<file path="config.mk">
export PLATFORM = sky130hd
export DESIGN_NAME = msx_wait_gen
export DESIGN_NICKNAME = d
export VERILOG_FILES = /design/src/rtl/msx_wait_gen.sv
export SDC_FILE = /design/constraint.sdc
export NUM_CORES = 1
export LEC_CHECK = 0
export ABC_AREA = 1
export CAP_MARGIN = 25
export CORE_AREA = 10 10 65 67
export DETAILED_ROUTE_END_ITERATION = 8
export DIE_AREA = 0 0 75 77
export PLACE_DENSITY = 0.94
export SYNTH_ARGS = -nofsm -noshare
export SYNTH_HDL_FRONTEND = slang
export SYNTH_SLANG_ARGS = --single-unit
</file>
<file path="constraint.sdc">
create_clock -name clk -period 3.1 [get_ports clk]
set_input_delay 0.62 -clock clk [delete_from_list [all_inputs] [get_ports clk]]
set_output_delay 0.62 -clock clk [all_outputs]
set_load 0.02 [all_outputs]
</file>
<file path="src/rtl/msx_wait_gen.sv">
// Z80 WAIT_n generator for the MSX1 bus: stretches each bus cycle by a per-type
// number of wait T-states, timed by the 3.58 MHz clock-enable pair.
//   state  | meaning
//   S_IDLE | no cycle in progress, watching for a strobe rising edge
//   S_WAIT | wait_n held low, counting falling CPU edges down
//   S_HOLD | waits done (or none needed), waiting for strobes to release
module msx_wait_gen #(
  parameter int M1_WAITS   = 1,
  parameter int MEM_WAITS  = 0,
  parameter int IO_WAITS   = 0,
  parameter int VDP_WAITS  = 2,
  parameter int INTA_WAITS = 0
) (
  input  logic        clk,
  input  logic        reset,
  input  logic        ce_3m58_p,
  input  logic        ce_3m58_n,
  input  logic        m1_n,
  input  logic        mreq_n,
  input  logic        iorq_n,
  input  logic [7:0]  addr,
  input  logic        stat_clr,
  output logic        wait_n,
  output logic        busy,
  output logic [15:0] wait_tstates
);

  if (M1_WAITS < 0 || M1_WAITS > 15 || MEM_WAITS < 0 || MEM_WAITS > 15 ||
      IO_WAITS < 0 || IO_WAITS > 15 || VDP_WAITS < 0 || VDP_WAITS > 15 ||
      INTA_WAITS < 0 || INTA_WAITS > 15) begin : g_param_chk
    $error("msx_wait_gen: wait-state parameters must be in 0..15");
  end

  typedef enum logic [1:0] {S_IDLE, S_WAIT, S_HOLD} state_t;

  state_t     r_state;
  logic [3:0] r_count;
  logic       r_act_q;

  logic       w_act;
  logic       w_start;
  logic       w_release;
  logic       w_vdp;
  logic       w_inc;
  logic [3:0] w_load;

  assign w_act     = ~mreq_n | ~iorq_n;
  assign w_start   = ce_3m58_p & w_act & ~r_act_q;
  assign w_release = ce_3m58_p & ~w_act;
  assign w_vdp     = (addr == 8'h98) || (addr == 8'h99);
  // An abort on the same clk as a falling edge ends the cycle without counting it.
  assign w_inc     = (r_state == S_WAIT) & ce_3m58_n & ~w_release;

  always_comb begin
    if (~m1_n & ~iorq_n)       w_load = 4'(INTA_WAITS);
    else if (~m1_n & ~mreq_n)  w_load = 4'(M1_WAITS);
    else if (~iorq_n & w_vdp)  w_load = 4'(VDP_WAITS);
    else if (~iorq_n)          w_load = 4'(IO_WAITS);
    else                       w_load = 4'(MEM_WAITS);
  end

  always_ff @(posedge clk) begin
    if (reset) begin
      r_state      <= S_IDLE;
      r_count      <= 4'd0;
      r_act_q      <= 1'b0;
      wait_n       <= 1'b1;
      busy         <= 1'b0;
      wait_tstates <= 16'd0;
    end else begin
      if (ce_3m58_p) r_act_q <= w_act;

      case (r_state)
        S_IDLE: begin
          if (w_start) begin
            busy <= 1'b1;
            if (w_load != 4'd0) begin
              r_state <= S_WAIT;
              r_count <= w_load;
              wait_n  <= 1'b0;
            end else begin
              r_state <= S_HOLD;
            end
          end
        end
        S_WAIT: begin
          if (w_release) begin
            r_state <= S_IDLE;
            r_count <= 4'd0;
            wait_n  <= 1'b1;
            busy    <= 1'b0;
          end else if (ce_3m58_n) begin
            r_count <= r_count - 4'd1;
            if (r_count == 4'd1) begin
              r_state <= S_HOLD;
              wait_n  <= 1'b1;
            end
          end
        end
        S_HOLD: begin
          if (w_release) begin
            r_state <= S_IDLE;
            busy    <= 1'b0;
          end
        end
        default: begin
          r_state <= S_IDLE;
          r_count <= 4'd0;
          wait_n  <= 1'b1;
          busy    <= 1'b0;
        end
      endcase

      if (stat_clr)
        wait_tstates <= 16'd0;
      else if (w_inc && wait_tstates != 16'hFFFF)
        wait_tstates <= wait_tstates + 16'd1;
    end
  end

endmodule

</file>
==> results of run 1 <==
## path summary, 6_finish.rpt
path / start / endpoint / slack (ns)
worst min-delay path: wait_n / wait_n / 0.49
worst max-delay path: wait_tstates[2] / wait_tstates[2] / 1.00
worst max register to register: wait_tstates[0] / wait_tstates[9] / 1.14
worst min register to register: wait_n / wait_n / 0.49
## layer usage
metal	global-route usage	vias up	routed length, microns	part of all wire
met2	0.233	43	1850	0.49
met1	0.161	725	1650	0.43
met5	0	-	0	0
met3	0.0412	8	243	0.064
li1	-	824	-	-
met4	0.0473	0	65	0.017
## registers in the layout, indices dropped and copies added, names as in the netlist
register      count
wait_tstates     16
busy              1
r_act_q           1
wait_n            1
r_state           2
r_count           4
## cell type report
cell class | count | area share
Sequential cell | 25 | 0.259
Clock buffer | 3 | 0.0117
Tap cell | 33 | 0.0214
Timing Repair Buffer | 32 | 0.166
Multi-Input combinational cell | 184 | 0.485
Inverter | 28 | 0.0544
Clock inverter | 1 | 0.00259
## layout by cell type (no fill, tap or decap)
cell	netlist	final
nand4_1	4	4
o21ai_0	6	6
o22ai_1	2	2
xor2_1	5	5
nand3_1	21	21
o21ai_4	1	1
inv_2	1	1
ha_1	6	6
a21oi_1	14	14
clkdlybuf4s50_1	0	32
nor2_2	4	4
nand3_2	2	2
inv_1	27	27
nand2_2	3	3
dfxtp_1	25	25
clkinv_2	0	1
a21oi_2	4	4
o211a_1	1	1
nor2_1	33	33
nand2_1	72	72
nor2_4	1	1
xnor2_1	5	5
clkbuf_4	0	3
## power by group through the flow
stage,clock (mW),sequential (mW),combinational [mW]
3_5_place_dp,0,0.363,0.222
6_report,0.153,0.356,0.221
5_1_grt,0.168,0.359,0.257
2_1_floorplan,0,0.368,0.151
3_3_place_gp,0,0.362,0.214
4_1_cts,0.154,0.356,0.223
## metrics by stage
step	power, mW	worst slack [ns]	cell area, sq um	util	cells
after global placement	0.576	0.820	1900	0.639	302
after detailed placement	0.585	0.787	1900	0.639	302
final	0.731	1.00	1930	0.648	306
after floorplan	0.518	1.42	1570	-	240
after CTS	0.733	0.999	1930	0.648	306
after global routing	0.784	0.918	1930	0.648	306
## synthesized netlist by cell type, types with 3 or more instances
cell	number	area, sq um
inv_1	27	101
a21oi_1	14	70.1
nand2_1	72	270
nor2_2	4	25.0
ha_1	6	75.1
nor2_1	33	124
dfxtp_1	25	500
xnor2_1	5	43.8
nand2_2	3	18.8
o21ai_0	6	30.0
xor2_1	5	43.8
nand3_1	21	105
a21oi_2	4	35.0
nand4_1	4	25.0
## kinds of logic (layout without fill, tap and decap cells)
logic type / count (synthesis) / in the layout
simple gates: 140 / 140
buf+inv: 31 / 64
compound gates: 28 / 28
flops: 25 / 25
xor+xnor: 10 / 10
fa+ha+maj: 6 / 6
==> flow_metrics.py, run 1 <==
metrics = {
    "timing": {
        "hold_violations": 0,
        "slew_headroom": 0.680,
        "fin_skew_ns": 0.00517,
        "fmax_mhz": 477,
        "fin_setup_tns_ns": 0,
        "setup_viol": 0,
        "rsz0062_at_grt": "no",
        "timing.final.crit_share": 0.676,
        "holdWs_ns": 0.485,
        "report.final.slew_viol_count": 0,
        "period_needed_ns": 2.10,
        "worst_pin_slew_ns": 0.480,
    },
    "floorplan": {
        "die_h_microns": 77,
        "io_pins": 34,
        "placementRows": 20,
        "start_util": 0.526,
        "fp.dieW_microns": 75,
        "die_area_sq_mm": 0.00578,
        "core_sq_mm": 0.00298,
    },
    "clocking": {
        "cts_tree": "yes",
        "cts_num_sinks": 25,
        "root_buffer": "clkbuf_4",
        "clockBufferDepth": 2,
        "cts_buffers": 3,
        "post_cts.repair.setup_buffers": 0,
        "hold_buffers": 0,
        "insertion_delay_ns": 0.32,
        "cts_resized": 0,
        "cts.clk_slew.worst_paths_ns": 0.15,
        "cts-htree-levels": 1,
    },
    "logic_synthesis": {
        "synth_top_family_by_area": "simple AND/OR/NAND/NOR gates",
        "synth_compound_area_frac": 0.111,
        "synth_ff_type": "dfxtp_1",
        "yosys_warnings": 0,
        "synth_seq_cells": 25,
        "syn_area_sq_mm": 0.00157,
        "synth-simple-area-share": 0.382,
        "synth_fp_nets": 262,
        "synth-adder-area-share": 0.0479,
        "synthMuxAreaShare": 0,
        "synth_xor_area_frac": 0.0559,
        "synth_cell_types": 22,
        "async_flop_share": 0,
        "synthCells": 240,
        "avgSynthCellArea_sq_um": 6.53,
        "synth_seq_area_share": 0.319,
        "synth_edf_count": 0,
    },
    "layout": {
        "multi_input_area_sq_um": 936,
        "regArea_sq_um": 500,
        "syn_to_final_growth_pct": 23.1,
        "drive_gt1_frac": 0.0733,
        "layout.nets": 296,
        "n_fill_cell": 270,
        "antenna_cells": 0,
    },
    "worst_setup_path": {
        "path_max_fanout": 7,
        "cp-start-kind": "flip-flop",
        "critical_path_buf_inv_count": 1,
        "critPathArrivalTime_ns": 1.48,
        "cp_top_family": "buffers and inverters",
        "reg2reg_depth": 8,
        "cp.depth": 1,
        "crit_required_ns": 2.48,
        "end_kind": "output port",
        "crit_path_cell_trace": "clkdlybuf4s50_1",
        "cpMaxStageDelayCell": "clkdlybuf4s50_1",
        "critical-path-max-stage-delay_ns": 0.67,
        "worstSetupPathType": "flip-flop to output port",
    },
    "detailed_routing": {
        "viasPerCell": 5.23,
        "drtAntennaViolNets": 0,
        "drt_iter0_markers": 100,
        "wirelength_microns": 3810,
        "route.detailed.drc": 0,
        "first_pass_iters": 6,
        "via_count": 1600,
        "routedWlPerCell_microns": 12.5,
    },
    "pwr": {
        "switchingPower_uw": 252,
        "seqPwrFrac": 0.488,
        "internal_power_uw": 479,
        "powerDensity_mw_per_mm2": 379,
        "leakage_nw": 0.757,
        "ir_drop_mv": 0.257,
        "clock_power_share": 0.210,
        "combPwrFrac": 0.303,
        "swShare": 0.344,
    },
    "global_routing": {
        "grt_pass1_vias": 1551,
        "overflow": 0,
        "grt_pass1_wl_microns": 6680,
        "grt_max_degree": 16,
        "grt_usage": 0.139,
        "antenna_found_initial": 0,
    },
    "place": {
        "post-dp-hpwl_microns": 2980,
        "io_buffer_count": 32,
        "gp_congestion": 0.912,
    },
    "status": {
        "status": "finished clean",
    },
    "hold_path": {
        "hold_path_class": "flip-flop to flip-flop",
        "whs_path_depth": 2,
    },
    "run": {
        "maxCapViolations": 0,
    },
}
Power figures use the tool's default switching activity.
==> run 2, diff against run 1 <==
--- a/config.mk
+++ b/config.mk
@@ -7,10 +7,10 @@
 export LEC_CHECK = 0
 export ABC_AREA = 1
 export CAP_MARGIN = 25
-export CORE_AREA = 10 10 65 67
+export CORE_AREA = 10 10 67 69
 export DETAILED_ROUTE_END_ITERATION = 8
-export DIE_AREA = 0 0 75 77
-export PLACE_DENSITY = 0.94
+export DIE_AREA = 0 0 77 79
+export PLACE_DENSITY = 0.89
 export SYNTH_ARGS = -nofsm -noshare
 export SYNTH_HDL_FRONTEND = slang
 export SYNTH_SLANG_ARGS = --single-unit
==> constraint.sdc (replaced) <==
create_clock -name clk -period 2.15 [get_ports clk]
set_input_delay 0.43 -clock clk [delete_from_list [all_inputs] [get_ports clk]]
set_output_delay 0.43 -clock clk [all_outputs]
set_load 0.02 [all_outputs]
==> run 2 against run 1 <==
Via count is 2.2% lower. Power is 45% higher. Non-clock buffer count is 5 higher. Critical path depth stayed put. Cell area is 2.8% higher. Final cell count is 5.9% higher. Largest power group unchanged. Highest routed layer unchanged.
==> flow_metrics.py, run 2 (synthesis gave the netlist of run 1 again) <==
metrics = {
    "clocking": {
        "clockBufferDepth": 2,
        "cts-htree-levels": 1,
        "insertion_delay_ns": 0.33,
        "cts_tree": "yes",
        "cts.clk_slew.worst_paths_ns": 0.15,
        "cts_resized": 0,
        "cts_num_sinks": 25,
        "hold_buffers": 0,
        "root_buffer": "clkbuf_4",
        "cts_buffers": 3,
        "post_cts.repair.setup_buffers": 0,
    },
    "timing": {
        "timing.final.crit_share": 0.886,
        "worst_pin_slew_ns": 0.491,
        "hold_violations": 0,
        "setup_viol": 0,
        "report.final.slew_viol_count": 0,
        "fin_setup_tns_ns": 0,
        "period_needed_ns": 1.91,
        "fin_skew_ns": 0.0147,
        "slew_headroom": 0.673,
        "rsz0062_at_grt": "no",
        "fmax_mhz": 525,
    },
    "layout": {
        "largest_register": "wait_tstates",
        "layout.nets": 301,
        "final_cell_mix": "72 x nand2_1, 33 x nor2_1, 32 x clkdlybuf4s50_1, 27 x inv_1, 25 x dfxtp_1",
        "syn_to_final_growth_pct": 26.6,
        "final_common_cell": "nand2_1",
        "final_util": 0.614,
        "largest_reg_flops": 16,
        "reg_top3": "wait_tstates (16), r_count (4), r_state (2)",
        "drive_gt1_frac": 0.0899,
        "antenna_cells": 0,
    },
    "floorplan": {
        "die_h_microns": 79,
        "die_area_sq_mm": 0.00608,
        "fp.dieW_microns": 77,
        "io_pins": 34,
        "start_util": 0.485,
        "placementRows": 21,
        "core_sq_mm": 0.00323,
    },
    "place": {
        "gp_congestion": 0.894,
        "io_buffer_count": 32,
        "post-dp-hpwl_microns": 2920,
    },
    "worst_setup_path": {
        "path_max_fanout": 6,
        "end_kind": "output port",
        "critical_path_buf_inv_count": 1,
        "reg2reg_depth": 8,
        "cpMaxStageDelayCell": "clkdlybuf4s50_1",
        "cp-start-kind": "flip-flop",
        "rr_endpoint": "wait_tstates[3]",
        "crit_path_cell_trace": "clkdlybuf4s50_1",
        "critical-path-max-stage-delay_ns": 0.66,
        "cp_top_family": "buffers and inverters",
        "timing.rr.start": "wait_tstates[0]",
        "crit_required_ns": 1.72,
        "critPathArrivalTime_ns": 1.48,
        "reg2reg_slack_ns": 0.48,
        "worstSetupPathType": "flip-flop to output port",
    },
    "hold_path": {
        "whs_path_depth": 2,
        "hold_path_end": "wait_n",
        "min_from": "wait_n",
        "hold_path_class": "flip-flop to flip-flop",
    },
    "global_routing": {
        "grt_max_degree": 15,
        "grt_pass1_wl_microns": 6430,
        "grtUsageMet3": 0.0360,
        "overflow": 0,
        "met1_usage": 0.147,
        "grt_pass1_vias": 1457,
        "grt_usage": 0.125,
        "busiest_layer": "met2",
        "met2_usage": 0.210,
        "antenna_found_initial": 0,
    },
    "detailed_routing": {
        "wirelength_microns": 3680,
        "route.detailed.drc": 0,
        "drtAntennaViolNets": 0,
        "drt_iter0_markers": 125,
        "viasPerCell": 4.83,
        "via_count": 1565,
        "first_pass_iters": 4,
        "routedWlPerCell_microns": 11.4,
    },
    "pwr": {
        "ir_drop_mv": 0.378,
        "leakage_nw": 0.780,
        "powerDensity_mw_per_mm2": 535,
    },
    "status": {
        "status": "finished clean",
    },
    "run": {
        "maxCapViolations": 0,
    },
}
## run 2: changes by cell type in the layout (fill, tap and decap cells not counted), sizes merged
cell,change
buf,+5
## run 2: stage by stage
step / hold WS, ns / total power [mW] / std cells / area, sq um / worst slack, ns
after floorplan: 0.455 / 0.748 / 240 / 1570 / 0.467
after global placement: 0.448 / 0.843 / 320 / 1960 / 0.192
after detailed placement: 0.453 / 0.851 / 320 / 1960 / 0.138
after CTS: 0.484 / 1.07 / 324 / 1980 / 0.233
after global routing: 0.525 / 1.14 / 324 / 1980 / 0.170
final: 0.484 / 1.06 / 324 / 1980 / 0.244
## run 2: worst max-delay path by stage
stage / end / from / cells past startpoint
2_1_floorplan: wait_tstates[4] / wait_tstates[0] / 9
3_3_place_gp: r_count[1] / iorq_n / 8
3_5_place_dp: r_count[1] / iorq_n / 8
4_1_cts: wait_tstates[12] / wait_tstates[12] / 1
5_1_grt: wait_tstates[12] / wait_tstates[12] / 1
6_report: wait_tstates[12] / wait_tstates[12] / 1
## run 2: where the power goes
| part | internal (mW) | switching, mW |
|---|---|---|
| logic | 0.139 | 0.190 |
| clock network | 0.0699 | 0.151 |
| registers | 0.494 | 0.0183 |
| total | 0.703 | 0.360 |
## run 2: layout make-up
| class | count | area (sq um) |
|---|---|---|
| fillers | 291 | 1250 |
| flip-flops and latches | 25 | 500 |
| well taps | 46 | 57.6 |
| clock inverters | 1 | 5.00 |
| repair buffers | 37 | 358 |
| inverters | 28 | 105 |
| clock buffers | 3 | 22.5 |
| multi-input cells | 184 | 936 |
## run 2: metal layers
layer	share of wire	vias to the layer above	routed length, microns
li1	-	838	-
met1	0.45	690	1650
met2	0.48	33	1760
met3	0.060	4	222
met4	0.014	0	52
met5	0	-	0
## run 2: worst min-delay path, stage by stage (launching register included)
cell and delay [ns]:
dfxtp_1 0.34, nand2_1 0.06, nand3_1 0.05
==> run 3, diff against run 2 <==
--- a/config.mk
+++ b/config.mk
@@ -10,6 +10,7 @@
 export CORE_AREA = 10 10 67 69
 export DETAILED_ROUTE_END_ITERATION = 8
 export DIE_AREA = 0 0 77 79
+export HOLD_SLACK_MARGIN = 0.05
 export PLACE_DENSITY = 0.89
 export SYNTH_ARGS = -nofsm -noshare
 export SYNTH_HDL_FRONTEND = slang
==> results of run 3 <==
No change in the layout: final DEF, timing and power equal those of run 2.
